**src/rtl/vector_norm_sequencer.sv**
```systemverilog
// Euclidean norm of a packed N-element unsigned vector: one shared squarer/accumulator
// pass over the elements, then an iterative restoring square root, valid/ready on both sides.
module vector_norm_sequencer #(
    parameter int N     = 4,
    parameter int WIDTH = 16
) (
    input  logic                 clk,
    input  logic                 rst,
    input  logic                 in_valid,
    output logic                 in_ready,
    input  logic [N*WIDTH-1:0]   vector,
    output logic                 out_valid,
    input  logic                 out_ready,
    output logic [WIDTH-1:0]     norm,
    output logic                 ovf,
    output logic                 busy
);

    localparam int ACC_W    = 2 * WIDTH + $clog2(N);
    localparam int SQ_ITERS = (ACC_W + 1) / 2;
    localparam int SQ_W     = 2 * SQ_ITERS;
    localparam int REM_W    = SQ_ITERS + 2;
    localparam int IDX_W    = $clog2(N);
    localparam int CNT_W    = $clog2(SQ_ITERS + 1);

    typedef enum logic [1:0] {
        IDLE  = 2'd0,
        ACCUM = 2'd1,
        SQRT  = 2'd2,
        DONE  = 2'd3
    } state_t;

    state_t                state_q, state_d;
    logic [N*WIDTH-1:0]    vec_q, vec_d;
    logic [SQ_W-1:0]       acc_q, acc_d;
    logic [SQ_ITERS-1:0]   root_q, root_d;
    logic [REM_W-1:0]      rem_q, rem_d;
    logic [IDX_W-1:0]      idx_q, idx_d;
    logic [CNT_W-1:0]      cnt_q, cnt_d;
    logic                  out_valid_q, out_valid_d;
    logic [WIDTH-1:0]      norm_q, norm_d;
    logic                  ovf_q, ovf_d;

    logic [WIDTH-1:0]      elem_s;
    logic [2*WIDTH-1:0]    elem_ext_s;
    logic [2*WIDTH-1:0]    sq_s;
    logic [REM_W-1:0]      rem_sh_s;
    logic [REM_W-1:0]      trial_s;
    logic                  ge_s;
    logic                  sat_s;

    assign elem_s     = vec_q[idx_q*WIDTH +: WIDTH];
    assign elem_ext_s = {{WIDTH{1'b0}}, elem_s};
    assign sq_s       = elem_ext_s * elem_ext_s;

    // The top two remainder bits are always zero before the shift, so truncation is lossless.
    assign rem_sh_s = REM_W'({rem_q, acc_q[SQ_W-1 -: 2]});
    assign trial_s  = {root_q, 2'b01};
    assign ge_s     = (rem_sh_s >= trial_s);
    assign sat_s    = |root_q[SQ_ITERS-1:WIDTH];

    assign in_ready  = (state_q == IDLE);
    assign busy      = (state_q != IDLE);
    assign out_valid = out_valid_q;
    assign norm      = norm_q;
    assign ovf       = ovf_q;

    // Next-state and datapath control for the four-phase sequence.
    always_comb begin
        state_d     = state_q;
        vec_d       = vec_q;
        acc_d       = acc_q;
        root_d      = root_q;
        rem_d       = rem_q;
        idx_d       = idx_q;
        cnt_d       = cnt_q;
        out_valid_d = out_valid_q;
        norm_d      = norm_q;
        ovf_d       = ovf_q;
        case (state_q)
            IDLE: begin
                if (in_valid) begin
                    vec_d   = vector;
                    acc_d   = {SQ_W{1'b0}};
                    idx_d   = {IDX_W{1'b0}};
                    state_d = ACCUM;
                end else begin
                    state_d = IDLE;
                end
            end
            ACCUM: begin
                acc_d = acc_q + SQ_W'(sq_s);
                if (idx_q == IDX_W'(N - 1)) begin
                    root_d  = {SQ_ITERS{1'b0}};
                    rem_d   = {REM_W{1'b0}};
                    cnt_d   = {CNT_W{1'b0}};
                    state_d = SQRT;
                end else begin
                    idx_d = idx_q + {{(IDX_W-1){1'b0}}, 1'b1};
                end
            end
            SQRT: begin
                // One extra cycle after the last digit registers the saturated result.
                if (cnt_q == CNT_W'(SQ_ITERS)) begin
                    norm_d      = sat_s ? {WIDTH{1'b1}} : root_q[WIDTH-1:0];
                    ovf_d       = sat_s;
                    out_valid_d = 1'b1;
                    state_d     = DONE;
                end else begin
                    rem_d  = ge_s ? (rem_sh_s - trial_s) : rem_sh_s;
                    root_d = {root_q[SQ_ITERS-2:0], ge_s};
                    acc_d  = {acc_q[SQ_W-3:0], 2'b00};
                    cnt_d  = cnt_q + {{(CNT_W-1){1'b0}}, 1'b1};
                end
            end
            DONE: begin
                if (out_ready) begin
                    out_valid_d = 1'b0;
                    state_d     = IDLE;
                end else begin
                    state_d = DONE;
                end
            end
            default: begin
                out_valid_d = 1'b0;
                state_d     = IDLE;
            end
        endcase
    end

    // State and datapath registers.
    always_ff @(posedge clk or posedge rst) begin
        if (rst) begin
            state_q     <= IDLE;
            vec_q       <= {(N*WIDTH){1'b0}};
            acc_q       <= {SQ_W{1'b0}};
            root_q      <= {SQ_ITERS{1'b0}};
            rem_q       <= {REM_W{1'b0}};
            idx_q       <= {IDX_W{1'b0}};
            cnt_q       <= {CNT_W{1'b0}};
            out_valid_q <= 1'b0;
            norm_q      <= {WIDTH{1'b0}};
            ovf_q       <= 1'b0;
        end else begin
            state_q     <= state_d;
            vec_q       <= vec_d;
            acc_q       <= acc_d;
            root_q      <= root_d;
            rem_q       <= rem_d;
            idx_q       <= idx_d;
            cnt_q       <= cnt_d;
            out_valid_q <= out_valid_d;
            norm_q      <= norm_d;
            ovf_q       <= ovf_d;
        end
    end

endmodule

```
**config.mk**
```make
export PLATFORM = sky130hd
export DESIGN_NAME = vector_norm_sequencer
export DESIGN_NICKNAME = d
export VERILOG_FILES = /design/src/rtl/vector_norm_sequencer.sv
export SDC_FILE = /design/constraint.sdc
export NUM_CORES = 1
export LEC_CHECK = 0
export BUFFER_PORTS_ARGS = -buffer_cell sky130_fd_sc_hd__buf_2
export CORE_AREA = 2 2 176 178
export CTS_CLUSTER_SIZE = 8
export DETAILED_ROUTE_END_ITERATION = 8
export DIE_AREA = 0 0 178 180
export PLACE_DENSITY = 0.81
export REMOVE_ABC_BUFFERS = 1
export SLEW_MARGIN = 25
export SYNTH_ARGS = -nofsm -noshare
export SYNTH_HDL_FRONTEND = slang
export SYNTH_SLANG_ARGS = --single-unit
```
**constraint.sdc**
```tcl
create_clock -name clk -period 11.4 [get_ports clk]
set_clock_uncertainty 0.2 [all_clocks]
set_input_delay 0 -clock clk [delete_from_list [all_inputs] [get_ports clk]]
set_output_delay 0 -clock clk [all_outputs]
set_load 0.02 [all_outputs]
```
# Word-level counts from Yosys, hierarchy flattened
# Index checks and enable logic that the tools add are counted.
# totals
reg_bits	159
input_bits	68
out_inout_bits	20
wordCells	66
# op_classes
addsub	4
mul	1
order_cmp	1
n_eq_ne	11
shift	1
mux	25
reduce_logical	13
# op_table
cell	n
$pmux W34 S3	1
$mux W17	5
$mux W34	2
$pmux W17 S2	2
$shiftx A64 B7 Y16	1
$add A34 B32 Y34	1
$mul A16 B16 Y32	1
$ge A19 B19 Y1	1
$sub A17 B17 Y17	1
$mux W16	1
$ne A2 B2 Y1 const B	6
$reduce_and A3 Y1	4
$mux W2	5
$mux W5	2
$pmux W5 S2	1
$pmux W2 S4	1
$reduce_bool A2 Y1	4
$eq A2 B2 Y1 const B	3
$reduce_and A2 Y1	3
$add A5 B1 Y5 const B	1
$eq A5 B5 Y1 const B	1
$pmux W2 S2	1
$mux W1	3
$reduce_bool A3 Y1	1
other kinds (4)	4

# Depth between registers and ports, before layout
# Gate-level depths: netlist of the first run.
# logic_depth
depth_word	4
mapped_depth	29
mapped_depth_nobuf	25

# Worst setup path before layout of the first run
# Ideal clock, no wire load.
# synth_timing
path_kind	register -> register
from	reg idx_q[1]
to	reg acc_q[20]
setup_time_ns	0.129
arrival_ns	6.653
t_required_ns	11.071
path_slack_ns	4.418
stages_incl_launch_ff	24
synth_period_minus_slack_ns	6.982
path_cell_list	dfrtp_1 -> buf_2 -> buf_2 -> buf_2 -> mux4_2 -> clkbuf_1 -> nand2_1 -> fa_1 -> fa_1 -> fa_1 -> inv_1 -> fa_1 -> fa_1 -> inv_1 -> fa_1 -> inv_1 -> ha_1 -> a21o_1 -> a2111o_1 -> a311oi_2 -> o21ai_2 -> a221oi_2 -> xor2_1 -> o21ai_1
# synth_between
elab_chain_len	4
# synth_lines
item	line_no	text
start: declaration	38	logic [IDX_W-1:0] idx_q, idx_d;
start signal: assignment	139	idx_q <= {IDX_W{1'b0}};
start signal: assignment	150	idx_q <= idx_d;
$shiftx A64 B7 Y16	52	assign elem_s = vec_q[idx_q*WIDTH +: WIDTH];
$mul A16 B16 Y32	54	assign sq_s = elem_ext_s * elem_ext_s;
$add A34 B32 Y34	92	acc_d = acc_q + SQ_W'(sq_s);
$pmux W34 S3	80	case (state_q)
end signal: assignment	136	acc_q <= {SQ_W{1'b0}};
end: declaration	35	logic [SQ_W-1:0] acc_q, acc_d;
# Every way passes these cells.
# A chain may end at the register's enable or synchronous reset.

# Final worst setup path of the first run
# layout_timing
from	reg idx_q[1]
to	reg acc_q[33]
# The elaborated chain is that of the path after synthesis.

==> metrics.md, run 1 <==
| Metric | Value |
|---|---|
| CP bufs+invs | `6` |
| Clk buf depth | `2` |
| Inserted Diodes | `0` |
| Origin of the critical flop-to-flop path | `idx_q[1]$_DFFE_PP0P_` |
| Area leader, netlist | `dfrtp_1` |
| Root buf cell | `clkbuf_16` |
| HPWL Detailed | `28.0 mm` |
| Via count | `12,700` |
| Top cell by count, worst path | `fa_1` |
| Most common cell in the synthesized netlist | `inv_1` |
| Clk slew on worst S/H paths | `0.07 ns` |
| Number of global-route vias before repair | `13,800` |
| Die outline area | `32,000 µm²` |
| WL/cell | `17.5 µm` |
| Synth Flop Type | `dfrtp_1` |
| Max Fclk | `123 MHz` |
| Slew headroom | `0.377` |
| H-tree levels | `4` |
| Post-synthesis sequential area ratio | `0.242` |
| Cell depth of the worst flop-to-flop path | `23` |
| CP max stage delay | `0.57 ns` |
| Remaining Overflow, GRT | `0` |
| Main combinational cell family by area after synthesis | `adder cells` |
| Worst path arrival time | `8.22 ns` |
| Detailed-route DRC error count | `0` |
| Share of cells above drive strength 1 | `0.125` |
| First-pass GRT wire length | `66.5 mm` |
| Status | `complete, no violations` |
| Final setup violation count | `0` |
| Post-route antenna net violation count | `0` |
| Commonest cells in the netlist | `inv_1, fa_1, dfrtp_1` |
| Largest net degree at the start of global routing | `100` |
| Area Overhead vs Synth | `12.4%` |
| Gpl congestion | `0.904` |
| Crit-path cells | `buf_4, mux2_2, o21ai_1, inv_1, and2_1, fa_1, inv_1, fa_1, fa_1, inv_1, fa_1, fa_1, inv_1, fa_1, inv_1, ha_1, a21oi_1, o21ai_0, a31oi_1, a2111oi_0, o32ai_1, xnor2_1, o21ai_0` |
| Hold Fails Final Rpt | `0` |
| Vias per inst | `5.64` |
| Synth unique cells | `79` |
| Slowest cell on crit path | `a2111oi_0` |
| Die height | `180 µm` |
| Nets | `2,245` |
| XOR/XNOR Fraction of Synth Area | `0.0266` |
| Starting Density | `0.545` |
| Pre-CTS WS | `3.48 ns` |
| Gate Count Post-Synth | `1,741` |
| Detailed-router iteration count before antenna repair | `7` |
| Yosys warnings | `0` |
| Min-delay worst type | `in2async` |
| Setup CP Type | `reg2reg` |
| Drt total wl | `39.5 mm` |
| Setup Fix Bufs, Post-CTS | `0` |
| Syn Std Cell Area | `16,400 µm²` |
| Startpoint Class | `flop` |
| Sink Count | `159` |
| Slew Viols, Final | `0` |
| Post-synth ARST share | `1.00` |
| Total negative slack | `0 ns` |
| Drt initial violations | `1,158` |
| Top post-synthesis cells by area | `dfrtp_1, fa_1, ha_1` |
| Worst slew pin tran | `0.935 ns` |
| Period minus WS final | `8.12 ns` |
| Clock latency on the worst-skew pair | `0.44 ns` |
| Port Buf Inserts | `87` |
| Final worst-path cycle share | `0.712` |
| Syn avg cell area | `9.44 µm²` |
| Setup crit end kind | `flop` |
| Post-synth EDFFs | `0` |
| #FFs+latches synth | `159` |
| Synth Area in Compound Gates | `0.120` |
| Post-synthesis mux area share | `0.0706` |
| CTS tree | `yes` |
| Total track usage | `0.260` |
| Setup WS post-layout | `3.28 ns` |
| RSZ-0062 raised after global routing | `no` |
| Critical Path Fanout Max | `27` |
| Non-Filler Instances | `2,257` |
| Die Wd | `178 µm` |
| Maxcap violations | `0` |
| Num CTS Buffers | `17` |
| Rows | `64` |
| CP top delay family | `adder cells` |
| Post-Place Cells | `2,160` |
| Core footprint | `30,200 µm²` |
| Post-Synth Simple-Gate Area | `0.0969` |
| Post-Synth Adder-Cell Area | `0.336` |
| I/O pin count | `88` |
| Worst Path Required | `11.51 ns` |
| Worst R2R Setup Slack | `3.28 ns` |
| Reg2reg end | `acc_q[33]$_DFFE_PP0P_` |
| Initial antenna violation count | `0` |
| Synth top area share | `0.242` |
[worst reg2reg max path: stages, from the launching register on]
cell       delay, ns
dfrtp_1         0.33
buf_4           0.38
mux2_2          0.41
o21ai_1         0.49
inv_1           0.46
and2_1          0.35
fa_1            0.55
inv_1           0.06
fa_1            0.51
fa_1            0.52
inv_1           0.05
fa_1            0.48
fa_1            0.56
inv_1           0.06
fa_1            0.54
inv_1           0.05
ha_1            0.37
a21oi_1         0.10
o21ai_0         0.28
a31oi_1         0.26
a2111oi_0       0.57
o32ai_1         0.16
xnor2_1         0.19
o21ai_0         0.09
[cells by family (layout without fill, tap and decap cells)]
group                    after synthesis  in the layout
flip-flops                           159            159
buffers and inverters                461            581
AO/OA/AOI/OAI                        298            298
AND/OR/NAND/NOR                      349            349
multiplexers                          97             97
XOR/XNOR                              50             50
adder cells (fa/ha/maj)              327            327
[final cells by class]
class / count / area, µm²
flip-flops and latches: 159 / 3980
repair buffers: 164 / 1190
inverters: 387 / 1460
multi-input cells: 1121 / 10700
clock buffers: 21 / 470
clock inverters: 9 / 159
fillers: 2393 / 11700
well taps: 396 / 495
[what timing repair did]
item,CTS,global route
gates resized for setup,0,0
endpoints found under the hold margin,165,0
hold buffers,67,0
[stage by stage]
step | utilization | instance area (µm²) | hold WS (ns)
final | 0.612 | 18500 | 0.103
after global routing | 0.612 | 18500 | 0.132
after CTS | 0.612 | 18500 | 0.108
after detailed placement | 0.569 | 17200 | 0.0358
after global placement | 0.568 | 17200 | 0.0318
after floorplan | - | 16100 | -0.0492
[layout by cell type (no fill, tap or decap), drive strengths merged, types with 8 or more instances in the layout]
master	instances
inv	386
fa	192
dfrtp	159
nand2	157
ha	135
o21ai	104
buf	97
mux2	72
nor2	70
dlygate4sd3	67
a21oi	54
nand3	30
xnor2	28
and2	27
a22oi	26
xor2	22
clkbuf	21
a21o	19
mux2i	17
nand4	14
o21a	13
nand2b	9
mux4	8
nor3	8
[flip-flops by register name, indices dropped and copies added (netlist names)]
name	count
cnt_q	5
state_q	2
norm	16
rem_q	17
vec_q	64
out_valid	1
root_q	17
idx_q	2
acc_q	34
ovf	1
[layer usage]
layer  share of wire  GRT usage  vias up
met5               0          0        -
met1            0.40      0.325     6326
met3           0.058     0.0461      119
met4           0.036      0.107        0
li1                -          -     5821
met2            0.51      0.444      470
[worst max path at each step]
| stage | start | to | slack [ns] | depth (start not counted) |
|---|---|---|---|---|
| 2_1_floorplan | idx_q[1]$_DFFE_PP0P_ | acc_q[20]$_DFFE_PP0P_ | 4.07 | 22 |
| 3_3_place_gp | idx_q[1]$_DFFE_PP0P_ | acc_q[33]$_DFFE_PP0P_ | 3.66 | 23 |
| 3_5_place_dp | idx_q[1]$_DFFE_PP0P_ | acc_q[33]$_DFFE_PP0P_ | 3.48 | 23 |
| 4_1_cts | idx_q[1]$_DFFE_PP0P_ | acc_q[33]$_DFFE_PP0P_ | 3.43 | 23 |
| 5_1_grt | idx_q[1]$_DFFE_PP0P_ | acc_q[33]$_DFFE_PP0P_ | 2.93 | 23 |
| 6_report | idx_q[1]$_DFFE_PP0P_ | acc_q[33]$_DFFE_PP0P_ | 3.28 | 23 |
Power of run 1 is left out: the tool's default activity adds up to more than one toggle a clock period on the data nets, which glitch-free logic cannot reach.
==> run 2, diff against run 1 <==
Clock period 11.4 ns to 8.3 ns, I/O delays scaled along.
==> metrics.md, run 2 (synthesis gave the netlist of run 1 again) <==
| Metric | Value |
|---|---|
| Status | `finished with violations (was complete, no violations)` |
| Failing checks | `negative hold slack` |
| WL met3 | `2.13 mm (was 2.30 mm)` |
| Total track usage | `0.258 (was 0.260)` |
| Drt total wl | `39.9 mm (was 39.5 mm)` |
| Startpoint Class | `flop (unchanged)` |
| Number of global-route vias before repair | `13,800 (about the same)` |
| Highest routed layer | `met4 (unchanged)` |
| I/O pin count | `88 (unchanged)` |
| Commonest non-fill, non-tap cell in the layout | `inv_1 (unchanged)` |
| WL/cell | `17.7 µm (was 17.5 µm)` |
| HPWL Detailed | `28.3 mm (was 28.0 mm)` |
| Setup CP Type | `reg2reg (unchanged)` |
| WL met2 | `20.1 mm (was 20.0 mm)` |
| Num CTS Buffers | `17 (unchanged)` |
| Setup crit end kind | `flop (unchanged)` |
| Post-Route M1 WL | `15.5 mm (was 15.8 mm)` |
| Worst Path Required | `8.45 ns (was 11.51 ns)` |
| Detailed-router iteration count before antenna repair | `6 (was 7)` |
| Clk slew on worst S/H paths | `0.07 ns (about the same)` |
| Max Fclk | `125 MHz (was 123 MHz)` |
| Reg with most FFs | `vec_q (unchanged)` |
| Maxcap violations | `0 (unchanged)` |
| Period minus WS final | `8.00 ns (was 8.12 ns)` |
| Port Buf Inserts | `87 (unchanged)` |
| Top Registers | `vec_q x64, acc_q x34 (unchanged)` |
| Slew Viols, Final | `0 (unchanged)` |
| Drt initial violations | `1,018 (was 1,158)` |
| Largest net degree at the start of global routing | `103 (was 100)` |
| Post-route antenna net violation count | `0 (unchanged)` |
| Inserted Diodes | `0 (unchanged)` |
| Origin of the critical flop-to-flop path | `idx_q[0]$_DFFE_PP0P_ (was idx_q[1]$_DFFE_PP0P_)` |
| Hold Fails Final Rpt | `1 (was 0)` |
| Area Overhead vs Synth | `12.1% (was 12.4%)` |
| Critical Path Fanout Max | `20 (was 27)` |
| Total negative slack | `0 ns (unchanged)` |
| Cell depth of the worst flop-to-flop path | `23 (unchanged)` |
| Initial antenna violation count | `0 (unchanged)` |
| Gpl congestion | `0.980 (was 0.904)` |
| Remaining Overflow, GRT | `0 (unchanged)` |
| Worst path arrival time | `8.15 ns (was 8.22 ns)` |
| Via count | `12,900 (was 12,700)` |
| Most frequent cells in the layout | `inv_1, fa_1, dfrtp_1, nand2_1, ha_1 (unchanged)` |
| Clock latency on the worst-skew pair | `0.46 ns (was 0.44 ns)` |
| Die height | `180 µm (unchanged)` |
| Worst Hold Path Cells | `4` |
| CTS tree | `yes (unchanged)` |
| Final worst-path cycle share | `0.964 (was 0.712)` |
| Vias per inst | `5.70 (was 5.64)` |
| Final setup violation count | `0 (unchanged)` |
| Min-delay worst type | `in2reg (was in2async)` |
| Detailed-route DRC error count | `0 (unchanged)` |
| Slew headroom | `0.340 (was 0.377)` |
| Sink Count | `159 (unchanged)` |
| Die Wd | `178 µm (unchanged)` |
| Die outline area | `32,000 µm² (unchanged)` |
| Hold Crit Start | `in_valid` |
| Worst R2R Setup Slack | `0.30 ns (was 3.28 ns)` |
| Post-cts sizing count | `0 (unchanged)` |
| H-tree levels | `4 (unchanged)` |
| Starting Density | `0.545 (unchanged)` |
| Root buf cell | `clkbuf_16 (unchanged)` |
| Rows | `64 (unchanged)` |
| Share of cells above drive strength 1 | `0.128 (was 0.125)` |
| RSZ-0062 raised after global routing | `no (unchanged)` |
| First-pass GRT wire length | `65.8 mm (was 66.5 mm)` |
| Hold EP | `state_q[0]$_DFFE_PP0P_` |
| Core footprint | `30,200 µm² (unchanged)` |
| Clk buf depth | `2 (unchanged)` |
| Minimum hold slack | `-0.0132 ns (was 0.103 ns)` |
| Largest register FFs | `64 (unchanged)` |
| Reg2reg end | `acc_q[31]$_DFFE_PP0P_ (was acc_q[33]$_DFFE_PP0P_)` |
| Nets | `2,247 (was 2,245)` |
| Worst slew pin tran | `0.990 ns (was 0.935 ns)` |
## run 2: cell count changes in the layout (fill, tap and decap cells not counted), sizes merged
cell	before	now
bufinv	4	1
inv	386	391
clkbuf	21	19
clkinvlp	1	2
dlygate4sd3	67	66
clkinv	5	6
buf	97	100
## run 2: timing repair
action	CTS	global route
hold buffers	66	0
buffers inserted	0	0
endpoints found under the hold margin	168	0
## run 2: routing by layer
layer / vias to the layer above / global-route usage
li1: 5826 / -
met1: 6373 / 0.314
met2: 529 / 0.442
met3: 150 / 0.0398
met4: 0 / 0.132
met5: - / 0
## run 2: layout make-up
type	count	area, µm²
Tap cell	396	495
Sequential cell	159	3980
Multi-Input combinational cell	1121	10700
Inverter	387	1460
Fill cell	2348	11800
Clock inverter	13	130
Timing Repair Buffer	166	1200
Clock buffer	19	443
## run 2: worst max-delay path by stage
stage / start / endpoint / slack (ns) / cells past startpoint
after floorplan: idx_q[1]$_DFFE_PP0P_ / acc_q[20]$_DFFE_PP0P_ / 0.97 / 22
after global placement: idx_q[0]$_DFFE_PP0P_ / acc_q[30]$_DFFE_PP0P_ / 0.78 / 21
after detailed placement: idx_q[0]$_DFFE_PP0P_ / acc_q[20]$_DFFE_PP0P_ / 0.64 / 20
after CTS: idx_q[0]$_DFFE_PP0P_ / acc_q[30]$_DFFE_PP0P_ / 0.61 / 21
after global routing: idx_q[0]$_DFFE_PP0P_ / acc_q[31]$_DFFE_PP0P_ / 0.02 / 23
final: idx_q[0]$_DFFE_PP0P_ / acc_q[31]$_DFFE_PP0P_ / 0.30 / 23
## run 2: per-stage QoR
stage	util	std cells	area [µm²]	hold slack [ns]	setup WS, ns
2_1_floorplan	-	1667	16100	-0.0492	0.974
3_3_place_gp	0.569	2162	17200	0.0316	0.776
3_5_place_dp	0.570	2163	17200	0.0361	0.637
4_1_cts	0.611	2261	18400	0.00192	0.605
5_1_grt	0.611	2261	18400	0.0964	0.0189
6_report	0.611	2261	18400	-0.0132	0.297
## run 2: critical path, stage by stage (launching register included)
cell and delay [ns]:
dfrtp_1 0.99, o21a_1 0.59, inv_1 0.35, nor2_1 0.31, inv_1 0.10, fa_1 0.51, inv_1 0.05, fa_1 0.52
inv_1 0.05, fa_1 0.47, inv_1 0.05, fa_1 0.45, fa_1 0.49, inv_1 0.05, fa_1 0.48, inv_1 0.04
ha_1 0.39, nand2_1 0.07, o21ai_0 0.45, nor2_1 0.13, a21oi_1 0.28, nor4bb_1 0.54, nor3_1 0.09, o31ai_1 0.24
Power of run 2 is left out for the same reason.
